<file path="src/rtl/prefetch_queue.sv">
// ---------------------------------------------------------------------------
// prefetch_queue
//
// Instruction prefetch unit sitting between the program-memory arbiter and
// the decoder. It keeps a DEPTH-entry FIFO of fetched instruction words, each
// tagged with its PC, and fetches sequentially while there is room. At most
// one memory request is outstanding at a time. A redirect flushes the FIFO,
// reloads the fetch PC and drops any response that is still in flight.
//
// Optional feature macro: PREFETCH_BYPASS_EN
//   Defined   : when the FIFO is empty and the response arrives, the word is
//               presented on instr/instr_pc/instr_valid in the same cycle; a
//               take in that cycle consumes it without writing the FIFO.
//   Undefined : outputs come only from the FIFO head (one cycle of latency).
//
// Ports
//   clk          in   rising-edge clock
//   rst          in   asynchronous reset, active low
//   mem_req      out  fetch request, held until mem_ready
//   mem_addr     out  fetch address, stable while mem_req is high
//   mem_busy     in   arbiter busy, blocks the start of a new request
//   mem_ready    in   one-cycle pulse, mem_data valid
//   mem_data     in   fetched instruction word
//   instr        out  head-of-queue instruction
//   instr_pc     out  PC of the head entry
//   instr_valid  out  head entry valid
//   instr_take   in   consume the head (ignored when instr_valid is low)
//   redirect     in   flush and restart fetching at redirect_pc
//   redirect_pc  in   new fetch PC
//   level        out  number of valid FIFO entries
// ---------------------------------------------------------------------------
module prefetch_queue #(
  parameter int unsigned       ADDR_W   = 16,
  parameter int unsigned       INSTR_W  = 32,
  parameter int unsigned       DEPTH    = 4,
  parameter logic [ADDR_W-1:0] RESET_PC = {ADDR_W{1'b0}}
) (
  input  logic                     clk,
  input  logic                     rst,
  output logic                     mem_req,
  output logic [ADDR_W-1:0]        mem_addr,
  input  logic                     mem_busy,
  input  logic                     mem_ready,
  input  logic [INSTR_W-1:0]       mem_data,
  output logic [INSTR_W-1:0]       instr,
  output logic [ADDR_W-1:0]        instr_pc,
  output logic                     instr_valid,
  input  logic                     instr_take,
  input  logic                     redirect,
  input  logic [ADDR_W-1:0]        redirect_pc,
  output logic [$clog2(DEPTH):0]   level
);

  localparam int unsigned PTR_W = $clog2(DEPTH);
  localparam int unsigned LVL_W = PTR_W + 1;

  localparam logic [LVL_W-1:0]  FULL_LVL = LVL_W'(DEPTH);
  localparam logic [LVL_W-1:0]  LVL_ONE  = LVL_W'(1);
  localparam logic [LVL_W-1:0]  LVL_ZERO = {LVL_W{1'b0}};
  localparam logic [PTR_W-1:0]  PTR_ONE  = PTR_W'(1);
  localparam logic [PTR_W-1:0]  PTR_ZERO = {PTR_W{1'b0}};
  localparam logic [ADDR_W-1:0] PC_ONE   = ADDR_W'(1);

  // IDLE: nothing outstanding. REQ: response will be kept.
  // DISCARD: response still owed by memory but must be dropped.
  typedef enum logic [1:0] {
    ST_IDLE    = 2'd0,
    ST_REQ     = 2'd1,
    ST_DISCARD = 2'd2
  } state_t;

  state_t              state_q, state_d;
  logic                mem_req_q, mem_req_d;
  logic [ADDR_W-1:0]   mem_addr_q, mem_addr_d;
  logic [ADDR_W-1:0]   fetch_pc_q, fetch_pc_d;
  logic [PTR_W-1:0]    head_q, head_d;
  logic [PTR_W-1:0]    tail_q, tail_d;
  logic [LVL_W-1:0]    level_q, level_d;
  logic [INSTR_W-1:0]  word_q [DEPTH];
  logic [INSTR_W-1:0]  word_d [DEPTH];
  logic [ADDR_W-1:0]   tag_q  [DEPTH];
  logic [ADDR_W-1:0]   tag_d  [DEPTH];

  logic                bypass_s;
  logic                wr_s;
  logic                rd_s;

`ifdef PREFETCH_BYPASS_EN
  // Empty queue with a kept response arriving: hand it straight to the decoder.
  assign bypass_s = (level_q == LVL_ZERO) && (state_q == ST_REQ) && mem_ready && !redirect;
`else
  assign bypass_s = 1'b0;
`endif

  // A kept response is written unless the decoder already took it via bypass.
  assign wr_s = (state_q == ST_REQ) && mem_ready && !redirect && !(bypass_s && instr_take);
  // Head advances only on a real FIFO entry; redirect overrides a take.
  assign rd_s = instr_take && (level_q != LVL_ZERO) && !redirect;

  // Fetch sequencing: request issue, response completion and redirect handling.
  always_comb begin
    state_d    = state_q;
    mem_req_d  = mem_req_q;
    mem_addr_d = mem_addr_q;
    fetch_pc_d = fetch_pc_q;
    case (state_q)
      ST_IDLE: begin
        if (redirect) begin
          // No issue in the redirect cycle; the new PC is fetched next cycle.
          fetch_pc_d = redirect_pc;
        end else if (!mem_busy && (level_q < FULL_LVL)) begin
          state_d    = ST_REQ;
          mem_req_d  = 1'b1;
          mem_addr_d = fetch_pc_q;
        end else begin
          state_d = ST_IDLE;
        end
      end
      ST_REQ: begin
        if (redirect) begin
          fetch_pc_d = redirect_pc;
          if (mem_ready) begin
            // Response lands with the redirect: drop it, nothing left owed.
            state_d   = ST_IDLE;
            mem_req_d = 1'b0;
          end else begin
            state_d = ST_DISCARD;
          end
        end else if (mem_ready) begin
          fetch_pc_d = fetch_pc_q + PC_ONE;
          state_d    = ST_IDLE;
          mem_req_d  = 1'b0;
        end else begin
          state_d = ST_REQ;
        end
      end
      ST_DISCARD: begin
        if (redirect) begin
          fetch_pc_d = redirect_pc;
        end else begin
          fetch_pc_d = fetch_pc_q;
        end
        if (mem_ready) begin
          state_d   = ST_IDLE;
          mem_req_d = 1'b0;
        end else begin
          state_d = ST_DISCARD;
        end
      end
      default: begin
        state_d   = ST_IDLE;
        mem_req_d = 1'b0;
      end
    endcase
  end

  // FIFO bookkeeping: pointers, occupancy and entry storage.
  always_comb begin
    head_d  = head_q;
    tail_d  = tail_q;
    level_d = level_q;
    word_d  = word_q;
    tag_d   = tag_q;
    if (redirect) begin
      head_d  = PTR_ZERO;
      tail_d  = PTR_ZERO;
      level_d = LVL_ZERO;
    end else begin
      if (rd_s) begin
        head_d = head_q + PTR_ONE;
      end else begin
        head_d = head_q;
      end
      if (wr_s) begin
        tail_d         = tail_q + PTR_ONE;
        word_d[tail_q] = mem_data;
        tag_d[tail_q]  = fetch_pc_q;
      end else begin
        tail_d = tail_q;
      end
      case ({wr_s, rd_s})
        2'b10:   level_d = level_q + LVL_ONE;
        2'b01:   level_d = level_q - LVL_ONE;
        default: level_d = level_q;
      endcase
    end
  end

  // State, request and FIFO registers.
  always_ff @(posedge clk or negedge rst) begin
    if (!rst) begin
      state_q    <= ST_IDLE;
      mem_req_q  <= 1'b0;
      mem_addr_q <= RESET_PC;
      fetch_pc_q <= RESET_PC;
      head_q     <= PTR_ZERO;
      tail_q     <= PTR_ZERO;
      level_q    <= LVL_ZERO;
      word_q     <= '{default: {INSTR_W{1'b0}}};
      tag_q      <= '{default: {ADDR_W{1'b0}}};
    end else begin
      state_q    <= state_d;
      mem_req_q  <= mem_req_d;
      mem_addr_q <= mem_addr_d;
      fetch_pc_q <= fetch_pc_d;
      head_q     <= head_d;
      tail_q     <= tail_d;
      level_q    <= level_d;
      word_q     <= word_d;
      tag_q      <= tag_d;
    end
  end

  assign mem_req  = mem_req_q;
  assign mem_addr = mem_addr_q;
  assign level    = level_q;

`ifdef PREFETCH_BYPASS_EN
  assign instr       = bypass_s ? mem_data   : word_q[head_q];
  assign instr_pc    = bypass_s ? fetch_pc_q : tag_q[head_q];
  assign instr_valid = bypass_s || (level_q != LVL_ZERO);
`else
  assign instr       = word_q[head_q];
  assign instr_pc    = tag_q[head_q];
  assign instr_valid = (level_q != LVL_ZERO);
`endif

endmodule

</file>
<file path="config.mk">
export PLATFORM = sky130hd
export DESIGN_NAME = prefetch_queue
export DESIGN_NICKNAME = d
export VERILOG_FILES = /design/src/rtl/prefetch_queue.sv
export SDC_FILE = /design/constraint.sdc
export NUM_CORES = 1
export LEC_CHECK = 0
export CORE_UTILIZATION = 45
export DETAILED_ROUTE_END_ITERATION = 10
export HOLD_SLACK_MARGIN = 0.03
export PLACE_DENSITY = 0.77
export SYNTH_ARGS = -nofsm -noshare
export SYNTH_HDL_FRONTEND = slang
export SYNTH_SLANG_ARGS = --single-unit
export TNS_END_PERCENT = 100
</file>
<file path="constraint.sdc">
create_clock -name clk -period 3.9 [get_ports clk]
set_clock_uncertainty 0.05 [all_clocks]
set_input_delay 0.78 -clock clk [delete_from_list [all_inputs] [get_ports clk]]
set_output_delay 0.78 -clock clk [all_outputs]
set_load 0.02 [all_outputs]
</file>
==> results by group <==
Placement
  • Placer Congestion: 0.8916
  • Worst slack, placed: 0.8487 ns
  • IO Port Bufs: 122
  • Area after DPL: 0.01210 mm^2
  • Dpl cells: 1100
  • HPWL after DPL: 13870 um

Critical path
  • CP top delay family: buffers and inverters
  • Buf+Inv Stages, Crit Path: 2
  • WP data required: 3.07 ns
  • Crit-path slowest cell: dfrtp_4
  • Crit-path cells: buf_12 -> mux4_2 -> clkdlybuf4s50_1
  • CP max stage delay: 0.62 ns
  • CP max FO: 26
  • CP startpoint kind: flip-flop
  • CP endpoint kind: output port
  • Crit path kind: reg2out
  • Arr. time, crit path: 2.59 ns

Floorplanning
  • Core area: 0.02278 mm^2
  • I/O pin total: 123
  • Die Ht: 154.9 um
  • Total die area: 0.02399 mm^2
  • Die X: 154.9 um
  • FP Rows: 55
  • Initial Util: 0.4618

Timing
  • RSZ-0062 raised after global routing: no
  • Final period utilization: 0.8767
  • Min Clock Period, post-route: 3.419 ns
  • Worst Tran Pin Value: 0.7893 ns
  • Endpoints failing setup: 0
  • Fin. Hold Viols: 0
  • Pins Over Slew Limit: 0
  • F_max: 0.2925 GHz
  • Total Negative Setup Slacks: 0 ns
  • Final WS setup: 0.4809 ns
  • Max transition margin: 0.4719
  • Final hold slack: 0.1550 ns

Power and ir drop
  • Lkg Pwr: 0.005778 uW
  • P per Cell Area: 701.5 mW/mm^2
  • Maximum VDD drop: 490.7 uV

Synth
  • Synthesized instance count: 698
  • Synthesized area per cell: 15.07 um^2
  • Post-synthesis cell type count: 50
  • Yosys reg bits: 234
  • Post-Syn Area: 0.01052 mm^2
  • Post-synth top area cell: dfrtp_1
  • Post-synth top area share: 0.5567
  • Asr flop ratio synth: 1.000
  • Yosys warning count: 0
  • Part of the Yosys area used for sequential elements: 0.5567
  • Ranking of synthesized cells by area: dfrtp_1 (56%), mux2_2 (22%), mux4_2 (10%), buf_2 (1.1%), ha_1 (1.1%)
  • Syn Nets: 762
  • Post-synth EDFFs: 0
  • Main synth FF type: dfrtp_1

Routing
  • Initial DRT Pass Iterations: 7
  • DRC viols: 0
  • Drt initial violations: 366
  • DRT Wirelength: 21880 um
  • Antenna viol nets, final: 0
  • Routed len/inst: 19.26 um
  • Via count: 6330
  • Drt via density: 5.572

Global route
  • Initial antenna violation count: 0
  • Pin count of the biggest net entering global routing: 75
  • Total track usage: 0.1864
  • Gr ovfl total: 0
  • First-pass GRT wire length: 35260 um
  • Vias in the first global route: 6536

CTS
  • CTS max path bufs: 3
  • Hold_buf cts: 0
  • Cts bufs inserted: 24
  • CTS Sinks: 234
  • Clock Latency Late Sink: 0.51 ns
  • # resized after CTS: 0
  • Post-CTS Setup Bufs: 0
  • CTS clk-pin slew, worst paths: 0.06 ns
  • CTS Root Cell: clkbuf_16
  • CTS H-tree depth: 1
  • CTS tree: yes

Layout
  • Sequential cell area: 0.005861 mm^2
  • Non-Filler Instances: 1136
  • Final #Nets: 877
  • Share of layout cells above drive strength 1: 0.3864
  • Area occupied by multi-input gates: 0.004423 mm^2
  • Area delta synth->final: 21.57%
  • Fin area: 0.01279 mm^2
  • Fill cell count: 1848
  • Antenna diode count: 0

Min path
  • Min-delay worst type: in2async

Job
  • Max Cap Viol: 0

Outcome
  • Status: completed
==> final cells by class <==
class,count,area share
sequential,234,0.4583
multi-input combinational,406,0.3459
timing repair buffer,139,0.1088
clock buffer,33,0.05284
tap,313,0.03063
inverter,8,0.002348
clock inverter,3,0.001174
==> cell usage in the layout (no fill, tap or decap), types with 8 or more instances in the layout <==
cell             synthesis  routed
ha_1                     9       9
nand2_1                 15      11
nor2_1                  21      21
a21oi_1                 13      13
clkdlybuf4s50_1          0     121
mux2_2                 208     208
mux4_2                  48      48
dfrtp_1                234     232
buf_4                    0      14
o21ai_0                  9       9
clkbuf_16                0      25
inv_1                    8       8
==> final timing paths <==
kind / start / to / slack [ns] / cells past startpoint
max: head_q[0]$_DFFE_PN0P_ / instr_pc[12] / 0.48 / 3
min: rst / mem_req$_DFFE_PN0P_ / 0.16 / 1
max reg2reg: state_q[1]$_DFFE_PN0P_ / word_q[24]$_DFFE_PN0P_ / 1.43 / 7
min reg2reg: word_q[32]$_DFFE_PN0P_ / word_q[32]$_DFFE_PN0P_ / 0.45 / 1
max in group asynchronous: rst / word_q[110]$_DFFE_PN0P_ / 2.75 / 2
min in group clk: word_q[32]$_DFFE_PN0P_ / word_q[32]$_DFFE_PN0P_ / 0.45 / 1
==> flip-flops by register name, summed over array words and instances (netlist names) <==
| signal | cells |
|---|---|
| mem_addr | 16 |
| head_q | 2 |
| word_q | 128 |
| state_q | 2 |
| tag_q | 64 |
| tail_q | 2 |
| level | 3 |
| mem_req | 1 |
| fetch_pc_q | 16 |
==> stage by stage <==
stage                     power (uW)  utilization
after floorplan                 5551            -
after global placement          6893       0.5311
after detailed placement        6978       0.5311
after CTS                       9068       0.5614
after global routing            9434       0.5614
final                           8970       0.5614
==> cells in the mapped netlist (3+ instances only) <==
library cell  number
nand2_1           15
buf_2             24
a31oi_1            5
nand3_1            5
dfrtp_1          234
ha_1               9
o21ai_0            9
and3_1             5
nor3_1             8
buf_1              6
inv_1              8
mux2i_1            3
xnor2_1            3
a21oi_1           13
nor2_1            21
a211oi_1           6
a2bb2oi_1          4
mux2_2           208
mux4_2            48
nand4_1            4
clkbuf_1          19
==> power by group <==
part,switching (uW),total (uW),leakage [uW],internal [uW]
Sequential,542,3610,0.00308,3060
Clock,877,2070,0.000341,1190
Combinational,1490,3290,0.00235,1800
Total,2910,8970,0.00578,6060
==> cell families after synthesis <==
group	synth area share
DFF	0.5567
adders and majority gates	0.01261
muxes	0.3283
xor gates and xnor gates	0.004164
buffers and inverters	0.02427
AOI/OAI and AO/OA	0.04056
and+or+nand+nor	0.03342
==> layer usage <==
metal	vias to the layer above	track usage	share of wire
li1	2828	-	-
met1	3310	0.2639	0.46
met2	160	0.3039	0.48
met3	32	0.02981	0.045
met4	0	0.04102	0.015
met5	-	0	0
Note: power is estimated with default switching activity, not from simulation.
